## src/rtl/mem_access_stage_pkg.sv

```systemverilog
`default_nettype none
// +--------------------------------------------------------------------------+
// | Module  : mem_access_stage_pkg                                           |
// | Purpose : Shared constants and types for the MEM stage of the 19-bit     |
// |           pipelined CPU: datapath widths, timeout default, FSM state     |
// |           encoding and the data-memory request record.                   |
// | Ports   : none (package)                                                 |
// | Rev     : 1.0  initial release                                           |
// +--------------------------------------------------------------------------+
package mem_access_stage_pkg;

    localparam int c_DATA_W  = 19;
    localparam int c_ADDR_W  = 10;
    localparam int c_RD_W    = 3;
    localparam int c_TIMEOUT = 15;

    // Stage FSM encoding
    typedef enum logic [0:0] {
        ST_IDLE = 1'b0,
        ST_BUSY = 1'b1
    } state_t;

    // Data-memory request as held stable on the bus for the whole access
    typedef struct packed {
        logic                we;
        logic [c_ADDR_W-1:0] addr;
        logic [c_DATA_W-1:0] wdata;
    } dmem_req_t;

endpackage
`default_nettype wire

```

## src/rtl/mem_access_stage_if.sv

```systemverilog
`default_nettype none
// +--------------------------------------------------------------------------+
// | Module  : mem_access_stage_if                                            |
// | Purpose : Data-memory req/ack bus between the MEM stage and data memory. |
// | Ports   : master - dmem_req/we/addr/wdata out, dmem_ack/rdata in         |
// |           slave  - mirror of master                                      |
// | Rev     : 1.0  initial release                                           |
// +--------------------------------------------------------------------------+
interface mem_access_stage_if
    import mem_access_stage_pkg::*;
#(
    parameter int DATA_W = c_DATA_W,
    parameter int ADDR_W = c_ADDR_W
);
    logic              dmem_req;
    logic              dmem_we;
    logic [ADDR_W-1:0] dmem_addr;
    logic [DATA_W-1:0] dmem_wdata;
    logic              dmem_ack;
    logic [DATA_W-1:0] dmem_rdata;

    modport master (
        output dmem_req, dmem_we, dmem_addr, dmem_wdata,
        input  dmem_ack, dmem_rdata
    );

    modport slave (
        input  dmem_req, dmem_we, dmem_addr, dmem_wdata,
        output dmem_ack, dmem_rdata
    );
endinterface
`default_nettype wire

```

## src/rtl/mem_access_stage_mem_wb_reg.sv

```systemverilog
`default_nettype none
// +--------------------------------------------------------------------------+
// | Module  : mem_wb_reg                                                     |
// | Purpose : MEM/WB pipeline register. Bubble has priority over load and    |
// |           clears every field; with neither asserted the register holds.  |
// | Ports   : clk, rst (async, active-high), load, bubble,                   |
// |           in_* bundle + in_rdata  ->  WB_* outputs                       |
// | Rev     : 1.0  initial release                                           |
// +--------------------------------------------------------------------------+
module mem_wb_reg #(
    parameter int DATA_W = 19,
    parameter int RD_W   = 3
) (
    input  wire logic              clk,
    input  wire logic              rst,
    input  wire logic              load,
    input  wire logic              bubble,
    input  wire logic              in_regwrite,
    input  wire logic              in_memtoreg,
    input  wire logic [DATA_W-1:0] in_out,
    input  wire logic [DATA_W-1:0] in_rdata,
    input  wire logic [RD_W-1:0]   in_rd,
    output logic                   WB_regwrite,
    output logic                   WB_memtoreg,
    output logic [DATA_W-1:0]      WB_out,
    output logic [DATA_W-1:0]      WB_rdata,
    output logic [RD_W-1:0]        WB_rd
);

    always_ff @(posedge clk or posedge rst) begin
        if (rst) begin
            WB_regwrite <= 1'b0;
            WB_memtoreg <= 1'b0;
            WB_out      <= '0;
            WB_rdata    <= '0;
            WB_rd       <= '0;
        end else if (bubble) begin
            WB_regwrite <= 1'b0;
            WB_memtoreg <= 1'b0;
            WB_out      <= '0;
            WB_rdata    <= '0;
            WB_rd       <= '0;
        end else if (load) begin
            WB_regwrite <= in_regwrite;
            WB_memtoreg <= in_memtoreg;
            WB_out      <= in_out;
            WB_rdata    <= in_rdata;
            WB_rd       <= in_rd;
        end
    end

endmodule
`default_nettype wire

```

## src/rtl/mem_access_stage.sv

```systemverilog
`default_nettype none
// +--------------------------------------------------------------------------+
// | Module  : mem_access_stage                                               |
// | Purpose : Consumer of the EX/MEM register. Runs the data-memory access   |
// |           over a req/ack bus, stalls upstream while it is pending,       |
// |           forces completion with a sticky bus error on timeout, and      |
// |           loads the MEM/WB register.                                     |
// | Ports   : clk, rst (async, active-high)                                  |
// |           MEM_* in  - EX/MEM control/data bundle                         |
// |           dmem      - data-memory bus (master side)                      |
// |           mem_stall - freeze upstream pipeline this cycle                |
// |           bus_err   - sticky access-timeout flag                         |
// |           WB_*  out - MEM/WB register                                    |
// | Rev     : 1.0  initial release                                           |
// +--------------------------------------------------------------------------+
module mem_access_stage
    import mem_access_stage_pkg::*;
#(
    parameter int DATA_W  = c_DATA_W,
    parameter int ADDR_W  = c_ADDR_W,
    parameter int RD_W    = c_RD_W,
    parameter int TIMEOUT = c_TIMEOUT
) (
    input  wire logic              clk,
    input  wire logic              rst,
    input  wire logic              MEM_regwrite,
    input  wire logic              MEM_memtoreg,
    input  wire logic              MEM_memread,
    input  wire logic              MEM_memwrite,
    input  wire logic [DATA_W-1:0] MEM_out,
    input  wire logic [DATA_W-1:0] MEM_wdata,
    input  wire logic [RD_W-1:0]   MEM_rd,
    mem_access_stage_if.master     dmem,
    output logic                   mem_stall,
    output logic                   bus_err,
    output logic                   WB_regwrite,
    output logic                   WB_memtoreg,
    output logic [DATA_W-1:0]      WB_out,
    output logic [DATA_W-1:0]      WB_rdata,
    output logic [RD_W-1:0]        WB_rd
);

    // Counter is one bit wider than strictly needed so it can never wrap
    localparam int               c_CNT_W    = $clog2(TIMEOUT) + 1;
    localparam logic [c_CNT_W-1:0] c_CNT_LAST = c_CNT_W'(TIMEOUT - 1);

    state_t              r_state;
    state_t              w_state_nxt;
    logic [c_CNT_W-1:0]  r_cnt;
    logic [c_CNT_W-1:0]  w_cnt_nxt;
    logic                r_we;
    logic [ADDR_W-1:0]   r_addr;
    logic [DATA_W-1:0]   r_wdata;
    logic                r_bus_err;

    logic                w_access;
    logic                w_stall;
    logic                w_latch;
    logic                w_set_err;
    logic [DATA_W-1:0]   w_rdata_ld;

    // A load+store combination is handled as a store
    assign w_access = MEM_memread | MEM_memwrite;

    always_comb begin
        w_state_nxt = r_state;
        w_cnt_nxt   = r_cnt;
        w_stall     = 1'b0;
        w_latch     = 1'b0;
        w_set_err   = 1'b0;
        w_rdata_ld  = '0;
        case (r_state)
            ST_IDLE: begin
                if (w_access) begin
                    w_stall     = 1'b1;
                    w_latch     = 1'b1;
                    w_cnt_nxt   = '0;
                    w_state_nxt = ST_BUSY;
                end
            end
            ST_BUSY: begin
                if (dmem.dmem_ack) begin
                    w_rdata_ld  = r_we ? '0 : dmem.dmem_rdata;
                    w_cnt_nxt   = '0;
                    w_state_nxt = ST_IDLE;
                end else if (r_cnt == c_CNT_LAST) begin
                    // Forced completion: behaves like an ack returning zero
                    w_set_err   = 1'b1;
                    w_cnt_nxt   = '0;
                    w_state_nxt = ST_IDLE;
                end else begin
                    w_stall   = 1'b1;
                    w_cnt_nxt = r_cnt + 1'b1;
                end
            end
            default: begin
                w_state_nxt = ST_IDLE;
                w_cnt_nxt   = '0;
            end
        endcase
    end

    always_ff @(posedge clk or posedge rst) begin
        if (rst) begin
            r_state   <= ST_IDLE;
            r_cnt     <= '0;
            r_we      <= 1'b0;
            r_addr    <= '0;
            r_wdata   <= '0;
            r_bus_err <= 1'b0;
        end else begin
            r_state <= w_state_nxt;
            r_cnt   <= w_cnt_nxt;
            if (w_latch) begin
                r_we    <= MEM_memwrite;
                r_addr  <= MEM_out[ADDR_W-1:0];
                r_wdata <= MEM_wdata;
            end
            if (w_set_err) begin
                r_bus_err <= 1'b1;
            end
        end
    end

    // The bus is driven only from the latch so it stays stable for the
    // whole request regardless of what EX/MEM presents.
    assign dmem.dmem_req   = (r_state == ST_BUSY);
    assign dmem.dmem_we    = r_we;
    assign dmem.dmem_addr  = r_addr;
    assign dmem.dmem_wdata = r_wdata;

    // Stall is combinational from the MEM_* bundle; masking with rst keeps it
    // low while reset is held even if EX/MEM still shows an access.
    assign mem_stall = w_stall & ~rst;
    assign bus_err   = r_bus_err;

    mem_wb_reg #(
        .DATA_W (DATA_W),
        .RD_W   (RD_W)
    ) u_mem_wb_reg (
        .clk         (clk),
        .rst         (rst),
        .load        (~w_stall),
        .bubble      (w_stall),
        .in_regwrite (MEM_regwrite),
        .in_memtoreg (MEM_memtoreg),
        .in_out      (MEM_out),
        .in_rdata    (w_rdata_ld),
        .in_rd       (MEM_rd),
        .WB_regwrite (WB_regwrite),
        .WB_memtoreg (WB_memtoreg),
        .WB_out      (WB_out),
        .WB_rdata    (WB_rdata),
        .WB_rd       (WB_rd)
    );

endmodule
`default_nettype wire

```

## src/flat_wrapper.sv

```systemverilog
// flat-port wrapper written by rule: the top's interface ports become plain ports
module mem_access_stage_flat import mem_access_stage_pkg::*;
#(
    parameter int DATA_W  = c_DATA_W,
    parameter int ADDR_W  = c_ADDR_W,
    parameter int RD_W    = c_RD_W,
    parameter int TIMEOUT = c_TIMEOUT
)
  (clk, rst, MEM_regwrite, MEM_memtoreg, MEM_memread, MEM_memwrite, MEM_out, MEM_wdata, MEM_rd, mem_stall, bus_err, WB_regwrite, WB_memtoreg, WB_out, WB_rdata, WB_rd, dmem_dmem_req, dmem_dmem_we, dmem_dmem_addr, dmem_dmem_wdata, dmem_dmem_ack, dmem_dmem_rdata);
  mem_access_stage_if #(.DATA_W(DATA_W), .ADDR_W(ADDR_W)) dmem_i ();
  input  wire logic clk;
  input  wire logic rst;
  input  wire logic MEM_regwrite;
  input  wire logic MEM_memtoreg;
  input  wire logic MEM_memread;
  input  wire logic MEM_memwrite;
  input  wire logic [DATA_W-1:0] MEM_out;
  input  wire logic [DATA_W-1:0] MEM_wdata;
  input  wire logic [RD_W-1:0] MEM_rd;
  output logic mem_stall;
  output logic bus_err;
  output logic WB_regwrite;
  output logic WB_memtoreg;
  output logic [DATA_W-1:0] WB_out;
  output logic [DATA_W-1:0] WB_rdata;
  output logic [RD_W-1:0] WB_rd;
  output wire logic [$bits(dmem_i.dmem_req)-1:0] dmem_dmem_req;
  output wire logic [$bits(dmem_i.dmem_we)-1:0] dmem_dmem_we;
  output wire logic [$bits(dmem_i.dmem_addr)-1:0] dmem_dmem_addr;
  output wire logic [$bits(dmem_i.dmem_wdata)-1:0] dmem_dmem_wdata;
  input wire logic [$bits(dmem_i.dmem_ack)-1:0] dmem_dmem_ack;
  input wire logic [$bits(dmem_i.dmem_rdata)-1:0] dmem_dmem_rdata;
  assign dmem_dmem_req = dmem_i.dmem_req;
  assign dmem_dmem_we = dmem_i.dmem_we;
  assign dmem_dmem_addr = dmem_i.dmem_addr;
  assign dmem_dmem_wdata = dmem_i.dmem_wdata;
  assign dmem_i.dmem_ack = dmem_dmem_ack;
  assign dmem_i.dmem_rdata = dmem_dmem_rdata;
  mem_access_stage #(.DATA_W(DATA_W), .ADDR_W(ADDR_W), .RD_W(RD_W), .TIMEOUT(TIMEOUT)) u_core (.clk(clk), .rst(rst), .MEM_regwrite(MEM_regwrite), .MEM_memtoreg(MEM_memtoreg), .MEM_memread(MEM_memread), .MEM_memwrite(MEM_memwrite), .MEM_out(MEM_out), .MEM_wdata(MEM_wdata), .MEM_rd(MEM_rd), .dmem(dmem_i), .mem_stall(mem_stall), .bus_err(bus_err), .WB_regwrite(WB_regwrite), .WB_memtoreg(WB_memtoreg), .WB_out(WB_out), .WB_rdata(WB_rdata), .WB_rd(WB_rd));
endmodule
```

## config.mk

```make
export PLATFORM = sky130hd
export DESIGN_NAME = mem_access_stage_flat
export DESIGN_NICKNAME = d
export VERILOG_FILES = /design/src/rtl/mem_access_stage_pkg.sv /design/src/rtl/mem_access_stage_if.sv /design/src/rtl/mem_access_stage_mem_wb_reg.sv /design/src/rtl/mem_access_stage.sv /design/src/flat_wrapper.sv
export SDC_FILE = /design/constraint.sdc
export NUM_CORES = 1
export LEC_CHECK = 0
export CAP_MARGIN = 30
export CELL_PAD_IN_SITES_DETAIL_PLACEMENT = 0
export CELL_PAD_IN_SITES_GLOBAL_PLACEMENT = 1
export CORE_MARGIN = 5
export CORE_UTILIZATION = 29
export CTS_BUF_LIST = sky130_fd_sc_hd__clkbuf_8 sky130_fd_sc_hd__clkbuf_16
export CTS_CLUSTER_DIAMETER = 120
export DETAILED_ROUTE_END_ITERATION = 7
export GPL_TIMING_DRIVEN = 0
export PLACE_DENSITY_LB_ADDON = 0.1
export SYNTH_ARGS = -nofsm -noshare
export SYNTH_HDL_FRONTEND = slang
export SYNTH_SLANG_ARGS = --single-unit
export TNS_END_PERCENT = 10
```

## constraint.sdc

```tcl
create_clock -name clk -period 3.7 [get_ports clk]
set_input_delay 0.925 -clock clk [delete_from_list [all_inputs] [get_ports clk]]
set_output_delay 0.925 -clock clk [all_outputs]
set_load 0.01 [all_outputs]
```

==> run summary, run 1 <==
For this run, the top clock speed supported by timing is 287 MHz. Row count: 36. The most instantiated library cell after synthesis is sky130_fd_sc_hd__dfrtp_1. The number of antenna diodes in the final layout is 0. In this design, the stage delay of the slowest critical-path cell is 0.49 ns. The run gives 261 as the synthesized netlist net count. In this run, the number of DRC markers left after iteration 0 of detailed routing was 28. The post-layout minimum cycle time is 3.49 ns, and the x dimension of the die is 110 um.

Yosys mapped the design onto 25 distinct sky130hd cell types. The run gives 12.4% as the combined global-route utilization of all metal layers. The sort of element at the end of the critical path is a primary output. The portion of the post-synthesis area used by sequential elements is 69.1%. The startpoint identified for the worst hold timing path is u_core.bus_err. The die is 110 um tall. The H-tree depth came out at 3. The clock latency of the later-clocked register in the worst-skew pair was 0.34 ns; the number of top-level design ports was 143. The count of buffers added on input and output ports is 142.

Detailed routing inserted a total of 1,948 vias. The run gives 2,098 as the number of global-route vias before repair. The tools report the post-cts resize count as 0. Headroom to the max-slew limit came out at 63.3%. At the end of the flow, the number of nets in the layout was 416.

The filler cells instantiated in the layout total 905. After Yosys synthesis, and, or, nand and nor cells account for 13.6% of the synthesized area. The average instance in the mapped netlist occupies 15.1 sq um. After detailed routing, the total wire length is 7260 um.

The initial antenna violation count came out at 0. The data required time at the worst endpoint is 2.77 ns. The data arrival time of the critical path is 2.56 ns.

Setup repair after global routing left no endpoint under its margin. The post-detailed-route DRC marker count was 0; the share of cell area taken by muxes after synthesis was 12.0%. The worst register-to-register path begins at u_core.r_cnt[0].

The sequential cells in the finished layout cover a total of 0.00200 sq mm. The maximum buffer depth of the clock tree is 2. The most numerous cell on the critical path was sky130_fd_sc_hd__clkdlybuf4s50_1. The clock-pin slew reported for the worst setup and hold paths after clock tree synthesis works out to 0.08 ns. Summed over all cells, the static leakage comes to 0.00209 uW. The tightest min-delay check is of the reg -> reg type. The run gives 0.706 as the final RePlAce weighted congestion. Of the available clock period, the critical path in the final layout requires 94.2%. The fraction of synthesized cell area taken by the top area cell type was 69.1%. Counting flops with a built-in enable in the synthesized netlist gives 0. For the final count of hold timing violations, the log shows 0. The arithmetic-cell share of the synthesized area counting full adders, half adders and majority gates is 0.863%. Compared with the post-synthesis result, the final layout area differs by 63.4%. For this run, the leading register cell type out of synthesis is sky130_fd_sc_hd__dfrtp_1. Power spread over the standard cell area amounts to 565 mW/mm^2. In the final routed layout, each cell accounts on average for 15.0 um. The post-synthesis compound-gate area fraction is 2.03%. Slowest library cell on the worst path: sky130_fd_sc_hd__clkdlybuf4s50_1. Of the total synthesized cell area, the portion taken by XOR and XNOR cells is 0.302%. The final count of pins violating max slew is 0. After detailed routing, the number of vias per cell comes to 4.02.

Clock tree synthesis selected as its root buffer the cell sky130_fd_sc_hd__clkbuf_8. The initial cell density of the core is 29.7%. The run gives 9 as the number of buffers created by CTS.

STA classifies the critical path startpoint as an input port. The internal reg-to-reg setup slack is 2.15 ns, and the cell area after placement is 0.00452 sq mm. The post-synthesis instance total is 192, and the area enclosed by the die boundary is 0.0121 sq mm. TritonCTS built the clock tree.

Number of synthesis warnings: 0. Once detail routing completed, the nets flagged for antenna violations numbered 0. By area, the combinational part of the netlist is dominated by simple AND/OR/NAND/NOR gates. The commonest cells after synthesis are sky130_fd_sc_hd__dfrtp_1, sky130_fd_sc_hd__mux2_2, sky130_fd_sc_hd__and2_1, sky130_fd_sc_hd__and2_2, sky130_fd_sc_hd__nand2_1. The core utilization of the finished layout was 48.5%; the worst clock skew was 0.00659 ns. The area inside the core boundary was 0.00977 sq mm. Summing all non-filler instances in the final layout gives an area of 0.00474 sq mm.

The run gives 0 as the overall overflow remaining after global route. The timing startpoint of the critical path is MEM_memwrite. Counting every sink on the clock net gives 80.

The setup violation total in the final timing report is 0. The critical path goes through clkdlybuf4s50_1, o21bai_2, a21boi_4, buf_6, nor2_1, clkdlybuf4s50_1. For the number of iterations in the first detailed-routing pass, the log shows 4. At the pin with the least slew margin, the transition time is 0.547 ns. VDD sags by at most 0.227 mV. Of all flip-flops after synthesis, the portion carrying an async set or reset was 100%. The critical path in this run is classified as in -> out. sky130_fd_sc_hd__dfrtp_1 takes more of the synthesized area than any other cell. The synthesized netlist occupies a cell area of 0.00290 sq mm. Max-cap violations in this run came to 0. The multi-input combinational cells in the finished layout cover a total of 833 sq um. In the final layout, the share of cells above drive strength 1 is 19.9%.

Entering global routing, the biggest net connects 45 pins. The top fanout value on the critical path works out to 10. By area the synthesized netlist is led by sky130_fd_sc_hd__dfrtp_1, sky130_fd_sc_hd__mux2_2, sky130_fd_sc_hd__and2_1. The first global-routing pass estimated 11,300 um of wire. The flow ran to the end, and the final reports show no timing, DRC or antenna violations. Once detailed placement completed, the half-perimeter wirelength came to 5450 um. The post-synthesis register bit count is 80.
==> metal layers <==
metal / share of wire [%] / up-vias / wire length [um] / GRT usage (%)
met5: 0 / - / 0 / 0
met4: 2.1 / 0 / 154 / 5.16
met3: 9.4 / 12 / 681 / 5.18
met2: 49 / 74 / 3570 / 19.8
met1: 39 / 928 / 2850 / 14.8
li1: - / 934 / - / -
==> cells in the final DEF (no fill, tap or decap), types with 2 or more instances in the layout <==
cell and count:
sky130_fd_sc_hd__clkdlybuf4s50_1 142, sky130_fd_sc_hd__dfrtp_1 80, sky130_fd_sc_hd__mux2_2 30, sky130_fd_sc_hd__and2_1 29, sky130_fd_sc_hd__and2_2 14, sky130_fd_sc_hd__clkbuf_8 9
sky130_fd_sc_hd__nand2_1 7, sky130_fd_sc_hd__inv_1 5, sky130_fd_sc_hd__buf_4 4, sky130_fd_sc_hd__nand3_1 4, sky130_fd_sc_hd__o21ai_0 3, sky130_fd_sc_hd__buf_6 2
sky130_fd_sc_hd__ha_1 2, sky130_fd_sc_hd__bufinv_16 2
==> flip-flops by register name (all words and copies together), names as in the netlist <==
signal,count
u_core.dmem.dmem_wdata,19
u_core.u_mem_wb_reg.WB_out,19
u_core.u_mem_wb_reg.WB_rdata,19
u_core.dmem.dmem_addr,10
u_core.r_cnt,5
u_core.u_mem_wb_reg.WB_rd,3
u_core.bus_err,1
u_core.dmem.dmem_req,1
u_core.dmem.dmem_we,1
u_core.u_mem_wb_reg.WB_memtoreg,1
u_core.u_mem_wb_reg.WB_regwrite,1
==> what timing repair did <==
item | in CTS | in global routing
buffers inserted | 0 | 1
hold buffers | 0 | 0
setup endpoints to repair | 0 | 1
hold endpoints to repair | 0 | 0
==> layout make-up <==
cell class | instances | share of cell area [%]
Tap cell | 133 | 3.51
Buffer | 6 | 1.03
Multi-Input combinational cell | 102 | 17.6
Sequential cell | 80 | 42.3
Clock buffer | 9 | 2.61
Inverter | 4 | 0.370
Timing Repair Buffer | 144 | 30.7
Clock inverter | 7 | 1.88
==> worst max-delay path: cells and delay by family <==
family | cells | cell delay, ns
buffers and inverters | 3 | 1.10
AO/OA/AOI/OAI | 2 | 0.48
AND/OR/NAND/NOR | 1 | 0.04
==> per-stage QoR <==
step | setup slack (ns) | total power, uW | cells | hold WS, ns | setup TNS, ns
final | 0.213 | 2680 | 485 | 0.482 | 0
after global routing | 0.134 | 2830 | 485 | 0.510 | 0
after CTS | 0.0534 | 2730 | 484 | 0.491 | 0
after detailed placement | 0.0716 | 2020 | 468 | 0.470 | 0
after global placement | -0.745 | 2010 | 467 | 0.464 | -59.37
after floorplan | 0.723 | 1500 | 192 | 0.500 | 0
==> logic make-up after synthesis <==
logic type               after synthesis
adder cells (fa/ha/maj)                2
flip-flops                            80
AND/OR/NAND/NOR                       61
AO/OA/AOI/OAI                          7
multiplexers                          31
XOR/XNOR                               1
buffers and inverters                 10
==> worst paths after layout <==
kind / depth (start not counted) / end
max: 6 / mem_stall
min: 1 / u_core.bus_err
max reg2reg: 7 / u_core.u_mem_wb_reg.WB_out[2]
min reg2reg: 1 / u_core.bus_err
max in group asynchronous: 3 / u_core.dmem.dmem_addr[3]
min in group asynchronous: 2 / u_core.u_mem_wb_reg.WB_rdata[2]
==> power breakdown <==
| group | leakage (uW) | total (uW) | internal, uW | switching (uW) |
|---|---|---|---|---|
| Sequential | 0.00101 | 1130 | 1050 | 77.0 |
| Combinational | 0.000961 | 856 | 536 | 320 |
| Clock | 0.000112 | 692 | 376 | 317 |
Note: power is estimated with default switching activity, not from simulation.
==> run 2: changes to the inputs <==
Settings changed: GPL_TIMING_DRIVEN 0 to unset.
==> run 2 against run 1 <==
Flip-flop and latch count stayed put. Sequential share of layout area rose by 0.44 points. Clock-buffer cell count rose by 1. Setup slack improved by 0.17 ns. Worst hold slack improved by 0.025 ns. Clock skew is 0.00086 ns higher. Critical path depth decreased by 1. Cell area down 1.0%. Clock power shrank 4.5%. Wire length barely moved. Global-route usage is essentially flat.
==> run summary, run 2 (synthesis results as in run 1) <==
The flow ran to the end, and the final reports show no timing, DRC or antenna violations. The worst slew margin relative to its limit was 53.7%; the die outline height was 110 um. The worst clock skew came out at 0.00744 ns. The global-route wire length before repair was 11,300 um; the number of post-CTS setup repair buffers was 0. The overall overflow remaining after global route came out at 0.

The initial utilization of the core area, before any placement, comes to 29.7%. The tools report the category of the worst setup path launch point as an input port. The post-layout total power was 2630 uW. The critical path is of the in -> out type. STA puts the critical path data required time at 2.77 ns. Port buffering added 142 buffers. Combinational fraction of design power: 31.7%. The setup violation total in the final timing report is 0, and the number of nets in the finished design is 411. The root buffer selected by CTS was sky130_fd_sc_hd__clkbuf_8. Entering global routing, the biggest net connects 43 pins. The run gives 0 as the post-cts resize count. The sort of element at the end of the critical path is a primary output. The most numerous cell on the critical path was sky130_fd_sc_hd__clkdlybuf4s50_1.

The tools report the number of diodes added for antenna fixing as 0. The final count of hold timing violations is 0. TritonCTS built the clock tree. The critical path buffer and inverter count works out to 2. After layout, the minimum clock period comes to 3.32 ns. The post-detailed-route DRC marker count is 0.

The worst path meets setup with 0.381 ns of slack. The internal power contribution is 1910 uW. In this run the worst hold path is classified as reg -> reg.

The die is 110 um wide. The tools report the number of DRC markers after the initial detailed-route iteration as 44. The net switching power came out at 725 uW.

The share of total power in sequential cells was 43.2%; the pre-CTS setup slack was 0.374 ns. The logs give 4 for the number of iterations in the first detailed-routing pass and 25.1% for the clock network fraction of design power. After clock tree synthesis, the clock-pin slew on the worst setup and hold paths is 0.08 ns.

For the worst-skew pair, the clock arrives at the later sink with an insertion delay of 0.34 ns. After layout, the worst path uses 89.7% of the clock period. Global routing consumed, over all layers together, 12.5% of the routing resources.

Summed over all nets, the half-perimeter wirelength after detailed placement is 5430 um. For this block, the routed nets add up to 7250 um of wire. In this run the number of H-tree levels came out at 3. Leaving out fill and tap cells, the most frequent cell in the layout is sky130_fd_sc_hd__clkdlybuf4s50_1. Among all stages on the critical path, the largest delay is contributed by sky130_fd_sc_hd__clkdlybuf4s50_1. In this run the core area contains 36 standard-cell rows.

The transition time of the tightest slew-check pin was 0.693 ns. The maximum resistive drop on vdd is 0.205 mV. Summed over all cells, the static leakage comes to 0.00205 uW. After detailed routing, the average wire length per cell comes to 15.1 um. The top fanout value on the critical path was 5; the area inside the core boundary was 0.00977 sq mm.

Number of global-route vias before repair: 2,082. The critical path goes through clkdlybuf4s50_1, and2b_1, a21boi_4, nor2_1, clkdlybuf4s50_1. Using the TritonRoute via totals, the vias-per-cell ratio works out to 4.07. The die covers 0.0121 sq mm.

Setup repair after global routing left no endpoint under its margin. The switching fraction of total power works out to 27.6%. The number of buffers created by CTS is 9, and the number of top-level design ports is 143. For the final count of pins violating max slew, the log shows 0.

The logs give 0 ns for the final total negative setup slack and 0 for the total of hold buffers inserted after clock tree synthesis. In this run the deepest clock path goes through 2 buffers. Once detail routing completed, the nets flagged for antenna violations numbered 0.

The biggest cell delay along the critical path was 0.54 ns; the initial antenna violation count was 0. The run gives 0.708 as the final RePlAce weighted congestion. Of the cells placed in the final design, the portion with a size suffix greater than 1 is 19.6%. On the final layout, the worst hold slack is 0.508 ns.

For this design the ratio of total power to cell area is 561 mW/mm^2. The maximum frequency from static timing analysis came out at 301 MHz. The max-cap check violation count was 0; the data arrival time of the critical path was 2.39 ns. The routed layout has 1,955 vias. In the layout the commonest cells are sky130_fd_sc_hd__clkdlybuf4s50_1, sky130_fd_sc_hd__dfrtp_1, sky130_fd_sc_hd__mux2_2.

The tools report the number of clock sinks as 80. Family with the most delay on the worst path: buffers and inverters. From synthesis to final layout, the design area changed by 61.7%.
## run 2: cell count changes in the layout (fill, tap and decap cells not counted), sizes merged
cell / delta
clkinv: +3
buf: -4
bufinv: -1
inv: -3
## run 2: area by class of cell
| type | count | area (sq um) |
|---|---|---|
| tap | 133 | 166 |
| sequential | 80 | 2000 |
| clock buffer | 10 | 138 |
| clock inverter | 6 | 68.8 |
| timing repair buffer | 145 | 1460 |
| inverter | 4 | 16.3 |
| multi-input combinational | 102 | 841 |
| fill | 912 | 5090 |
## run 2: path summary, 6_finish.rpt
check | start | end | slack, ns | cells after the start
worst max-delay path | dmem_dmem_ack | mem_stall | 0.38 | 5
worst min-delay path | u_core.dmem.dmem_wdata[18] | u_core.dmem.dmem_wdata[18] | 0.51 | 1
worst max register to register | u_core.r_cnt[0] | u_core.u_mem_wb_reg.WB_out[18] | 2.16 | 6
worst min register to register | u_core.dmem.dmem_wdata[18] | u_core.dmem.dmem_wdata[18] | 0.51 | 1
max in group asynchronous | rst | u_core.dmem.dmem_addr[0] | 2.03 | 3
min in group asynchronous | rst | u_core.u_mem_wb_reg.WB_rdata[2] | 1.01 | 2
## run 2: power groups by stage
stage               Clock [uW]  Combinational, uW  Sequential, uW
floorplan                    0                261            1240
global route               730                895            1160
CTS                        688                856            1140
finish                     661                833            1140
detailed placement           0                854            1150
global placement             0                852            1150
## run 2: per-layer routing
layer / track usage (%) / share of wire [%]
met1: 14.7 / 38
met3: 5.71 / 10
met2: 19.6 / 51
met4: 5.34 / 1.4
met5: 0 / 0
## run 2: through the flow
stage,instance area (sq um),util (%),cells
CTS,4690,48.0,480
floorplan,2900,-,192
detailed placement,4480,45.9,464
global route,4690,48.0,480
finish,4690,48.0,480
global placement,4480,45.9,464
==> variant, RTL diff (config.mk and constraints of run 2) <==
Put one more register stage on the output `bus_err`, with the module's reset. The value now appears one clock later. The other outputs are not delayed to match.
--- a/src/rtl/mem_access_stage.sv
+++ b/src/rtl/mem_access_stage.sv
@@ -133,5 +133,11 @@
     // low while reset is held even if EX/MEM still shows an access.
     assign mem_stall = w_stall & ~rst;
-    assign bus_err   = r_bus_err;
+    always_ff @(posedge clk or posedge rst) begin
+        if (rst) begin
+            bus_err <= '0;
+        end else begin
+            bus_err <= r_bus_err;
+        end
+    end
 
     mem_wb_reg #(
Check against the original RTL: same outputs for any inputs over 10 cycles, from zero or initial values and one cycle with rst high; that may be too few to reach the edited logic, so the function may still have changed.
==> variant against run 2 <==
  * Routed wire length down 0.62%
  * Critical endpoint unchanged
  * Clock skew about the same
  * Register-to-register slack worse by 30 ps
  * Count of clock-buffer cells in the layout decreased by 1
  * Global-route usage fell by 0.45 points
  * Total power down 4.3%
  * Setup slack worse by 18 ps
  * Area after synthesis up 0.86%
  * Clock power decreased by 18%
  * Largest cell class unchanged
  * First-iteration DRC count is 48% lower
  * Final area down 0.53%
  * Sequential cell count grew 1
==> variant: results (changes against run 2) <==
| Metric | Value |
|---|---|
| Met3 usage | 0.06947 (was 0.05708) |
| Multi-input logic cell count | 102 (unchanged) |
| Met2 wire length | 3.567 mm (was 3.667 mm) |
| Wl on met1 | 2.796 mm (was 2.757 mm) |
| Clock Skews | 7.615 ps (was 7.440 ps) |
| IO Port Bufs | 142 (unchanged) |
| Mapped Nets | 262 (was 261) |
| Placed cells | 465 (was 464) |
| Area of the multi-input gates | 833.3 um2 (was 840.8 um2) |
| Critical Path Max Stage Delay | 540 ps (about the same) |
| PnR Total Power | 2518 uW (was 2631 uW) |
| WL per Instance | 14.99 um (was 15.11 um) |
| # nets final | 412 (was 411) |
| Largest net degree at the start of global routing | 45 (was 43) |
| Seq area share | 0.4347 (was 0.4270) |
| FF+latch count | 81 (was 80) |
| Layout filler cell count | 949 (was 912) |
| Routability cong. | 0.6928 (was 0.7080) |
| Non-Filler Instances | 481 (was 480) |
| Slew @ Worst Pin | 677.9 ps (was 693.5 ps) |
| 1st-iter DRT viols | 23 (was 44) |
| Mux cell area share after synthesis | 0.1190 (was 0.1200) |
| Status | complete, no violations (unchanged) |
| Postcts setup bufs | 0 (unchanged) |
| Max layer used | met4 (unchanged) |
| Buffering overhead | 0.3123 (was 0.3106) |
| WP data arrival | 2410 ps (was 2390 ps) |
| Clock-cell share | 0.03515 (was 0.04404) |
| Clock power frac | 0.215 (was 0.251) |
| Final Hold Slack | 382.2 ps (was 507.6 ps) |
| Total track usage | 0.1204 (was 0.1249) |
| Adder-cell area share of the yosys netlist | 0.008558 (was 0.008632) |
| Vias in the first global route | 2,086 (was 2,082) |
| Post-synthesis sequential area ratio | 0.6932 (was 0.6905) |
| Number of diodes | 0 (unchanged) |
| XOR/XNOR Fraction of Synth Area | 0.002995 (was 0.003021) |
| Psw | 699.6 uW (was 724.9 uW) |
| Synth cell count leaders | dfrtp_1, mux2_2, and2_1 (unchanged) |
| Hpwl dp | 5.398 mm (was 5.431 mm) |
| Seq pwr | 1140 uW (about the same) |
| Syn Inst Count | 193 (was 192) |
| Via Count | 1,974 (was 1,955) |
| First-pass GRT wire length | 11.62 mm (was 11.33 mm) |
| Leak | 0.002047 uW (was 0.002053 uW) |
| Metal3 WL | 780 um (was 724 um) |
| Global-route met1 utilization | 0.1383 (was 0.1473) |
| CTS resizes | 0 (unchanged) |
| Synth area leaders | dfrtp_1, mux2_2, and2_1 (unchanged) |
| VDD IR max | 249.5 uV (was 204.9 uV) |
| Complex-gate fraction of the synthesized area | 0.02011 (was 0.02028) |
| Clock buf count | 9 (was 10) |
| Hold Path Origin | u_core.r_bus_err (was u_core.dmem.dmem_wdata[18]) |
| Clk pin slew, worst setup/hold paths | 80 ps (about the same) |
| Share of cells above drive strength 1 | 0.1897 (was 0.1960) |
| Reg2Reg Setup Slack | 2130 ps (was 2160 ps) |
| Netlist cell types | 25 (unchanged) |
| M2 GR Usage | 0.1913 (was 0.1963) |
==> variant: logic make-up after synthesis <==
| logic type | count (synthesis) |
|---|---|
| compound gates | 7 |
| simple gates | 61 |
| mux | 31 |
| flops | 81 |
| buf+inv | 10 |
| fa+ha+maj | 2 |
| xor+xnor | 1 |
==> variant: worst paths after layout <==
check / cells past startpoint / end
worst max-delay path: 5 / mem_stall
worst min-delay path: 0 / u_core.bus_err
worst max register to register: 6 / u_core.u_mem_wb_reg.WB_out[16]
worst min register to register: 0 / u_core.bus_err
max in group asynchronous: 3 / u_core.u_mem_wb_reg.WB_rdata[0]
min in group asynchronous: 2 / u_core.u_mem_wb_reg.WB_out[14]
==> variant: per-stage QoR <==
step / cell area, um2 / setup WS, ps
detailed placement: 4499 / 361.4
floorplan: 2924 / 694.9
global route: 4663 / 279.7
global placement: 4499 / 388.1
CTS: 4663 / 358.2
finish: 4663 / 363.3
